===== config.mk =====
export PLATFORM = sky130hd
export DESIGN_NAME = rob_commit_unit
export DESIGN_NICKNAME = d
export VERILOG_FILES = /design/src/rtl/rob_commit_unit_pkg.sv /design/src/rtl/rob_commit_unit_entry_array.sv /design/src/rtl/rob_commit_unit.sv
export SDC_FILE = /design/constraint.sdc
export NUM_CORES = 2
export LEC_CHECK = 0
export ABC_AREA = 1
export BUFFER_PORTS_ARGS = -buffer_cell sky130_fd_sc_hd__buf_2
export CORE_MARGIN = 1.5
export CORE_UTILIZATION = 35
export CTS_CLUSTER_SIZE = 12
export DETAILED_ROUTE_END_ITERATION = 8
export GPL_ROUTABILITY_DRIVEN = 0
export SETUP_SLACK_MARGIN = 0.02
export SLEW_MARGIN = 15
export SYNTH_ARGS = -nofsm -noshare
export SYNTH_HDL_FRONTEND = slang
export SYNTH_SLANG_ARGS = --single-unit

===== constraint.sdc =====
create_clock -name clk -period 27.6 [get_ports clk]
set_input_delay 0 -clock clk [delete_from_list [all_inputs] [get_ports clk]]
set_output_delay 0 -clock clk [all_outputs]
set_load 0.02 [all_outputs]

===== src/rtl/rob_commit_unit_pkg.sv =====
// rob_commit_unit_pkg
// Shared sizing constants and tag/register types for the reorder buffer and
// commit stage. These are the same constants the rename block uses.
package rob_commit_unit_pkg;

  localparam int RRF_NUM = 64;  // ROB/RRF entries, power of two
  localparam int RRF_SEL = 6;   // log2(RRF_NUM)
  localparam int REG_SEL = 5;   // architectural register index width

  typedef logic [RRF_SEL-1:0] rrf_tag_t;
  typedef logic [REG_SEL-1:0] reg_num_t;

  // Tag arithmetic wraps modulo RRF_NUM because RRF_NUM == 2**RRF_SEL.
  function automatic rrf_tag_t tag_inc(input rrf_tag_t t);
    return t + rrf_tag_t'(1);
  endfunction

endpackage


===== src/rtl/rob_commit_unit_entry_array.sv =====
// rob_commit_unit_entry_array (module rob_entry_array)
// Per-entry ROB storage: valid, finished, dst_en, dst_num.
// Ports:
//   clk, reset           clock, async active-high reset (clears valid/finished)
//   wr1_*, wr2_*         dispatch write ports (set valid, clear finished)
//   fin1_*, fin2_*       finish-set ports (ignored for entries not valid)
//   clr_en, clr_tag      commit clear port
//   rd_tag, rd_*         combinational read of one entry (the commit pointer)
module rob_entry_array
  import rob_commit_unit_pkg::*;
(
  input  logic               clk,
  input  logic               reset,
  input  logic               wr1_en,
  input  logic [RRF_SEL-1:0] wr1_tag,
  input  logic               wr1_dst_en,
  input  logic [REG_SEL-1:0] wr1_dst_num,
  input  logic               wr2_en,
  input  logic [RRF_SEL-1:0] wr2_tag,
  input  logic               wr2_dst_en,
  input  logic [REG_SEL-1:0] wr2_dst_num,
  input  logic               fin1_en,
  input  logic [RRF_SEL-1:0] fin1_tag,
  input  logic               fin2_en,
  input  logic [RRF_SEL-1:0] fin2_tag,
  input  logic               clr_en,
  input  logic [RRF_SEL-1:0] clr_tag,
  input  logic [RRF_SEL-1:0] rd_tag,
  output logic               rd_valid,
  output logic               rd_finished,
  output logic               rd_dst_en,
  output logic [REG_SEL-1:0] rd_dst_num
);

  logic [RRF_NUM-1:0] valid;
  logic [RRF_NUM-1:0] finished;
  logic [RRF_NUM-1:0] dst_en;
  reg_num_t           dst_num [RRF_NUM];

  // Later assignments win: finish < commit clear < dispatch. A commit on an
  // entry being finished simply clears it; an (illegal) dispatch into the
  // retiring entry keeps the new instruction.
  always_ff @(posedge clk or posedge reset) begin
    if (reset) begin
      valid    <= '0;
      finished <= '0;
      dst_en   <= '0;
      dst_num  <= '{default: '0};
    end else begin
      if (fin1_en && valid[fin1_tag]) finished[fin1_tag] <= 1'b1;
      if (fin2_en && valid[fin2_tag]) finished[fin2_tag] <= 1'b1;
      if (clr_en) begin
        valid[clr_tag]    <= 1'b0;
        finished[clr_tag] <= 1'b0;
      end
      if (wr1_en) begin
        valid[wr1_tag]    <= 1'b1;
        finished[wr1_tag] <= 1'b0;
        dst_en[wr1_tag]   <= wr1_dst_en;
        dst_num[wr1_tag]  <= wr1_dst_num;
      end
      if (wr2_en) begin
        valid[wr2_tag]    <= 1'b1;
        finished[wr2_tag] <= 1'b0;
        dst_en[wr2_tag]   <= wr2_dst_en;
        dst_num[wr2_tag]  <= wr2_dst_num;
      end
    end
  end

  assign rd_valid    = valid[rd_tag];
  assign rd_finished = finished[rd_tag];
  assign rd_dst_en   = dst_en[rd_tag];
  assign rd_dst_num  = dst_num[rd_tag];

endmodule


===== src/rtl/rob_commit_unit.sv =====
// rob_commit_unit
// Reorder buffer with in-order, single-wide commit. Dispatched instructions
// are recorded at their RRF tag; finish reports mark them done; the oldest
// entry (comptr) retires once finished.
// Ports:
//   clk, reset                       clock, async active-high reset
//   stall_dp_i, rrfptr_i             dispatch stall and base tag
//   dp1_*/dp2_*                      dispatch slots (slot 2 needs slot 1)
//   fin1_*/fin2_*                    finish reports (ALU, LSU)
//   completed_*_o, com_inst_num_o    retire interface to Arf/Rrf/allocator
//   comptr_o, rob_empty_o            commit pointer and empty flag
module rob_commit_unit
  import rob_commit_unit_pkg::*;
(
  input  logic               clk,
  input  logic               reset,
  input  logic               stall_dp_i,
  input  logic [RRF_SEL-1:0] rrfptr_i,
  input  logic               dp1_i,
  input  logic               dp1_dst_en_i,
  input  logic [REG_SEL-1:0] dp1_dst_num_i,
  input  logic               dp2_i,
  input  logic               dp2_dst_en_i,
  input  logic [REG_SEL-1:0] dp2_dst_num_i,
  input  logic               fin1_we_i,
  input  logic [RRF_SEL-1:0] fin1_rrftag_i,
  input  logic               fin2_we_i,
  input  logic [RRF_SEL-1:0] fin2_rrftag_i,
  output logic               completed_we_o,
  output logic [REG_SEL-1:0] completed_dst_num_o,
  output logic [RRF_SEL-1:0] completed_dst_rrftag_o,
  output logic [1:0]         com_inst_num_o,
  output logic [RRF_SEL-1:0] comptr_o,
  output logic               rob_empty_o
);

  rrf_tag_t comptr;
  logic     wr1_en, wr2_en;
  logic     head_valid, head_finished, head_dst_en;
  reg_num_t head_dst_num;
  logic     commit;

  assign wr1_en = ~stall_dp_i & dp1_i;
  assign wr2_en = ~stall_dp_i & dp1_i & dp2_i;

  rob_entry_array u_array (
    .clk         (clk),
    .reset       (reset),
    .wr1_en      (wr1_en),
    .wr1_tag     (rrfptr_i),
    .wr1_dst_en  (dp1_dst_en_i),
    .wr1_dst_num (dp1_dst_num_i),
    .wr2_en      (wr2_en),
    .wr2_tag     (tag_inc(rrfptr_i)),
    .wr2_dst_en  (dp2_dst_en_i),
    .wr2_dst_num (dp2_dst_num_i),
    .fin1_en     (fin1_we_i),
    .fin1_tag    (fin1_rrftag_i),
    .fin2_en     (fin2_we_i),
    .fin2_tag    (fin2_rrftag_i),
    .clr_en      (commit),
    .clr_tag     (comptr),
    .rd_tag      (comptr),
    .rd_valid    (head_valid),
    .rd_finished (head_finished),
    .rd_dst_en   (head_dst_en),
    .rd_dst_num  (head_dst_num)
  );

  // Only registered state feeds the commit decision, so a finish report
  // reaches the retire outputs one cycle later at the earliest.
  assign commit = head_valid & head_finished;

  always_ff @(posedge clk or posedge reset) begin
    if (reset)       comptr <= '0;
    else if (commit) comptr <= tag_inc(comptr);
  end

  assign completed_we_o         = commit & head_dst_en;
  assign completed_dst_num_o    = head_dst_num;
  assign completed_dst_rrftag_o = comptr;
  assign com_inst_num_o         = {1'b0, commit};
  assign comptr_o               = comptr;
  assign rob_empty_o            = ~head_valid;

endmodule


* After elaboration in Yosys (flattened, before gate mapping)
Cells that the tools add are included.
** Cells by class
- Add/sub/neg operators :: 2
- Order comparisons :: 15
- Multiplexer cells :: 43
- Bitwise gates (word level) :: 20
- Reduce and logical (&&, ||, !) cells :: 9
** Operator list (count)
- 320-bit bitwise mux :: 2
- 320-bit two-way mux :: 2
- 64-bit two-way mux :: 10
- 64-bit AND :: 4
- 64-bit OR :: 4
- 64-bit NOT :: 3
- 64-bit bitwise mux :: 2
- 5-bit demux with 6-bit select :: 2
- 6-bit by 7-bit less-than comparator with 1-bit output (second input constant) :: 5
- 1-bit binary-select mux with 6-bit select :: 5
- 5-bit binary-select mux with 6-bit select :: 1
- 1-bit demux with 6-bit select :: 5
- 6-bit by 1-bit >= comparator with 1-bit output (second input constant) :: 5
- 7-bit >= comparator (second input constant) :: 3
- 6-bit NOT with 7-bit output :: 3
- 5-bit two-way mux :: 4
- 7-bit by 1-bit less-than comparator with 1-bit output (second input constant) :: 2
- 6-bit by 1-bit adder with 6-bit output (second input constant) :: 2
- 1-bit two-way mux :: 10
- 1-bit logical AND :: 9
- 1-bit AND :: 4
- 1-bit NOT :: 2
** Word-level totals
- Register bits :: 518
- Output and inout port bits :: 21
- Word-level logic and storage cells :: 157

* Logic depth before layout (Yosys ltp)
- Depth after elaboration :: 14
- Mapped depth :: 17
- Depth with buffers taken out :: 16

* By module
A second synthesis with hierarchy kept.
** Unflattened totals
- Cell total of the unflattened synthesis :: 4386
- Area, all modules :: 31086.1 sq um
** Modules (own cells, without submodules)
- rob_entry_array :: times used 1, cells an instance 4315, area each 30598.1 sq um, seq. area each 12812.3 sq um
- rob_commit_unit :: times used 1, cells an instance 71, area each 488.0 sq um, seq. area each 150.1 sq um

* Least setup slack after synthesis
OpenSTA, ideal clock, no wires.
- Path kind :: register -> output
- Start point :: register comptr[0], in the netlist completed_dst_rrftag_o[0]
- End point :: output port completed_we_o
- Arrival time :: 2.195 ns
- Data required time :: 27.600 ns
- Setup slack :: 25.405 ns
- Stages on the path, launching flop included :: 14
- Buffers on the path :: 3
- Cells stage by stage :: dfrtp_1 clkinv_1 buf_2 nand2_1 buf_2 buf_2 o22ai_1 inv_1 nand2_1 o21ai_0 nand2_1 nor2_1 nand2_1 nor2_1
** Between the ends
- Cells in the longest elaborated chain, start to end :: 4
** RTL lines
- from (decl) :: RTL line rob_commit_unit.sv:37 : rrf_tag_t comptr;
- from (signal assigned) :: RTL line rob_commit_unit.sv:76 : else if (commit) comptr <= tag_inc(comptr);
- 1-bit binary-select mux with 6-bit select, on equally long branches :: RTL line rob_commit_unit_entry_array.sv:71, rob_commit_unit_entry_array.sv:72
- 1-bit two-way mux, on equally long branches :: RTL line rob_commit_unit_entry_array.sv:71, rob_commit_unit_entry_array.sv:72
- 1-bit AND :: RTL line rob_commit_unit.sv:72 : assign commit = head_valid & head_finished;
- 1-bit AND (*) :: RTL line rob_commit_unit.sv:79 : assign completed_we_o = commit & head_dst_en;
- to (decl) :: RTL line rob_commit_unit.sv:29 : output logic completed_we_o,
Mark *: on every way between the ends. The rest lies on a longest branch, timed or not. The select of a mux whose other input is x is not followed.

* Worst setup path after layout
Ends and elaborated chain as after synthesis.

==> reports/metrics.csv <==
metric;value;unit
synth_area;31650;um^2
synth_top_cell_by_area;dfrtp_1;
hpwl;84170;um
path_class;reg2out;
finalSetupViolations;0;
synthTopCellsByArea;dfrtp_1 41%, nand2_1 21%, o21ai_0 12%, inv_1 4.3%, nand3_1 3.7%;
wl_per_cell;22.12;um
worst_path_dominant_cell_family;buffers and inverters;
fillers;9672;
cp_slowest_stage_delay;750;ps
cp-end-kind;primary output;
synth_top_area_share;40.96;%
fmax;189.4;MHz
synth_top_flop_cell;dfrtp_1;
syn_inst;4760;
ant_nets;0;
tightest_slew;1279;ps
drt-total-wl;129700;um
cts.path.max_buffers;3;
required;27600;ps
crit_slowest_cell;buf_4;
layout-drive-gt1-share;5.379;%
die_w;303.7;um
yosysSeqAreaShare;40.96;%
path_max_fanout;90;
synthesis.nets;4799;
fin_skew;15.42;ps
initial_core_util;35.27;%
rsz0062_at_grt;false;
synth_commonest_cells;1761 x nand2_1, 754 x o21ai_0, 518 x dfrtp_1;
htree_levels;2;
cts.sinks;518;
die_area;92240;um^2
grt_max_degree;151;
io_pins;58;
synth_warnings;0;
cts.reportedPaths.clkPinSlew;60;ps
power_density;82.42;nW/um^2
avgViaCountPerCell;5.575;
grt_pass1_wl;193700;um
yosysMostFrequentCell;nand2_1;
drv_cap;0;
finalCriticalPeriod;5281;ps
grt_usage;27.44;%
cts-root-buf;clkbuf_16;
hp-class;in2reg;
clkLatencyLatePin;650;ps
synth_edf_count;0;
hold_viol_final;0;
final_nets;4678;
rows;110;
postCtsSetupBuffers;0;
report.final.slew_viol_count;0;
synth_cell_type_count;42;
dr.pass1.iters;8;
vdd_drop_max;0.06416;mV
worstPathCellList;buf_4, clkinv_1, buf_4, nor2_4, buf_4, inv_1, o22ai_1, nor2_1, nand3_1, nand2_1, nand2_1, nor2_1, nand2_1, nor2_1, buf_2;
r2r_slack;23510;ps
cts_hold_buf;19;
grt_overflow_total;0;
via_count;32689;
synth_seq_cells;518;
layout_worst_path_cycle_share;19.13;%
placeableCoreArea;89740;um^2
antenna_found_initial;5;
critPathBufInv;6;
drc_errors;0;
start_kind;register;
synth_async_sr_flop_share;100.0;%
cts_tree;built;
die_y;303.7;um
drt-initial-drc-count;4246;
status;finished clean;
syn_to_final_growth;9.456;%
cp.arrival;5280;ps
setup_tns;0;ps
grt_pass1_vias;29520;
syn_avg_cell_area;6.649;um^2
cts_buffers;58;
slew_headroom;14.61;%
p_leak;16.64;nW
cts_resized;0;
io_buffers;56;
final_util;38.60;%
## worst paths after layout
| check | startpoint | end | cells past startpoint |
|---|---|---|---|
| min in group asynchronous | reset | u_array.valid[1]$_DFF_PP0_ | 3 |
| worst min register to register | u_array.valid[38]$_DFF_PP0_ | u_array.valid[38]$_DFF_PP0_ | 2 |
| worst min-delay path | fin2_rrftag_i[1] | u_array.finished[30]$_DFF_PP0_ | 5 |
| max in group asynchronous | reset | u_array.dst_num[37]$_DFF_PP0_ | 4 |
| worst max-delay path | completed_dst_rrftag_o[0]$_DFFE_PP0N_ | completed_we_o | 15 |
| worst max register to register | completed_dst_rrftag_o[0]$_DFFE_PP0N_ | u_array.finished[53]$_DFF_PP0_ | 10 |
## layout by cell type (no fill, tap or decap), types with 3 or more instances in the layout
cell | synthesis | layout
a21oi_1 | 124 | 124
a221oi_1 | 21 | 21
a22o_1 | 8 | 8
a22oi_1 | 38 | 38
a31oi_1 | 6 | 6
buf_2 | 78 | 56
buf_4 | 25 | 62
bufinv_16 | 0 | 4
clkbuf_1 | 198 | 21
clkbuf_16 | 0 | 59
clkbuf_8 | 0 | 10
clkinv_1 | 20 | 17
clkinv_2 | 0 | 9
dfrtp_1 | 518 | 517
diode_2 | 0 | 3
dlygate4sd3_1 | 0 | 19
inv_1 | 363 | 354
inv_2 | 9 | 19
nand2_1 | 1761 | 1757
nand2_2 | 1 | 5
nand3_1 | 231 | 231
nand4_1 | 74 | 74
nor2_1 | 305 | 302
nor2_4 | 0 | 4
nor3_1 | 23 | 22
nor3_2 | 10 | 11
nor3_4 | 4 | 4
nor4_1 | 8 | 8
o2111ai_1 | 6 | 6
o211ai_1 | 60 | 60
o21ai_0 | 754 | 754
o21ai_1 | 40 | 40
o22ai_1 | 35 | 35
xor2_1 | 3 | 3
## metal layers
layer	up-vias	routed length (um)	global-route usage, %
li1	15215	-	-
met3	317	15130	6.758
met1	15265	55460	39.29
met4	6	4910	9.828
met5	-	28	0
met2	1886	54200	39.92
## power breakdown
group,total (mW),leakage [nW],internal (mW),switching (mW)
clock network,0.806,0.939,0.459,0.347
logic,1.05,9.39,0.295,0.760
registers,0.994,6.31,0.894,0.100
## per-stage QoR
| step | setup WS (ps) | area [um^2] | hold slack (ps) | cells | power [mW] |
|---|---|---|---|---|---|
| floorplan | 13130 | 31650 | 164.4 | 4760 | 1.712 |
| global placement | 23220 | 32510 | 248.6 | 5736 | 2.011 |
| detailed placement | 23200 | 32510 | 241.7 | 5736 | 2.025 |
| CTS | 22520 | 34630 | 2.278 | 5861 | 2.831 |
| global route | 22200 | 34640 | 21.28 | 5862 | 3.003 |
| finish | 22320 | 34640 | 40.31 | 5864 | 2.855 |
## flip-flops by register name, summed over array words and instances, names as in the netlist
name / cells
completed_dst_rrftag_o: 6
u_array.dst_en: 64
u_array.dst_num: 320
u_array.finished: 64
u_array.valid: 64
## layout make-up
cell class / instances / area [um^2] / share of cell area, %
multi-input combinational: 3531 / 15830 / 45.70
sequential: 518 / 12970 / 37.43
clock buffer: 90 / 1693 / 4.887
inverter: 392 / 1480 / 4.273
tap: 1176 / 1471 / 4.247
timing repair buffer: 138 / 955.9 / 2.759
clock inverter: 16 / 236.5 / 0.6826
antenna: 3 / 7.507 / 0.02167
## cells by family after synthesis
group | synth area share, %
simple gates | 30.81
buf+inv | 9.156
xor+xnor | 0.1344
fa+ha+maj | 0.07905
compound gates | 18.85
other cells | 0.01185
flops | 40.96
## tightest hold or removal path: stages
cell and delay [ps]:
buf_2 130, nand2_1 90, nor2_1 200, nand4_1 160, a21oi_1 60
(Power assumes the default switching activity.)
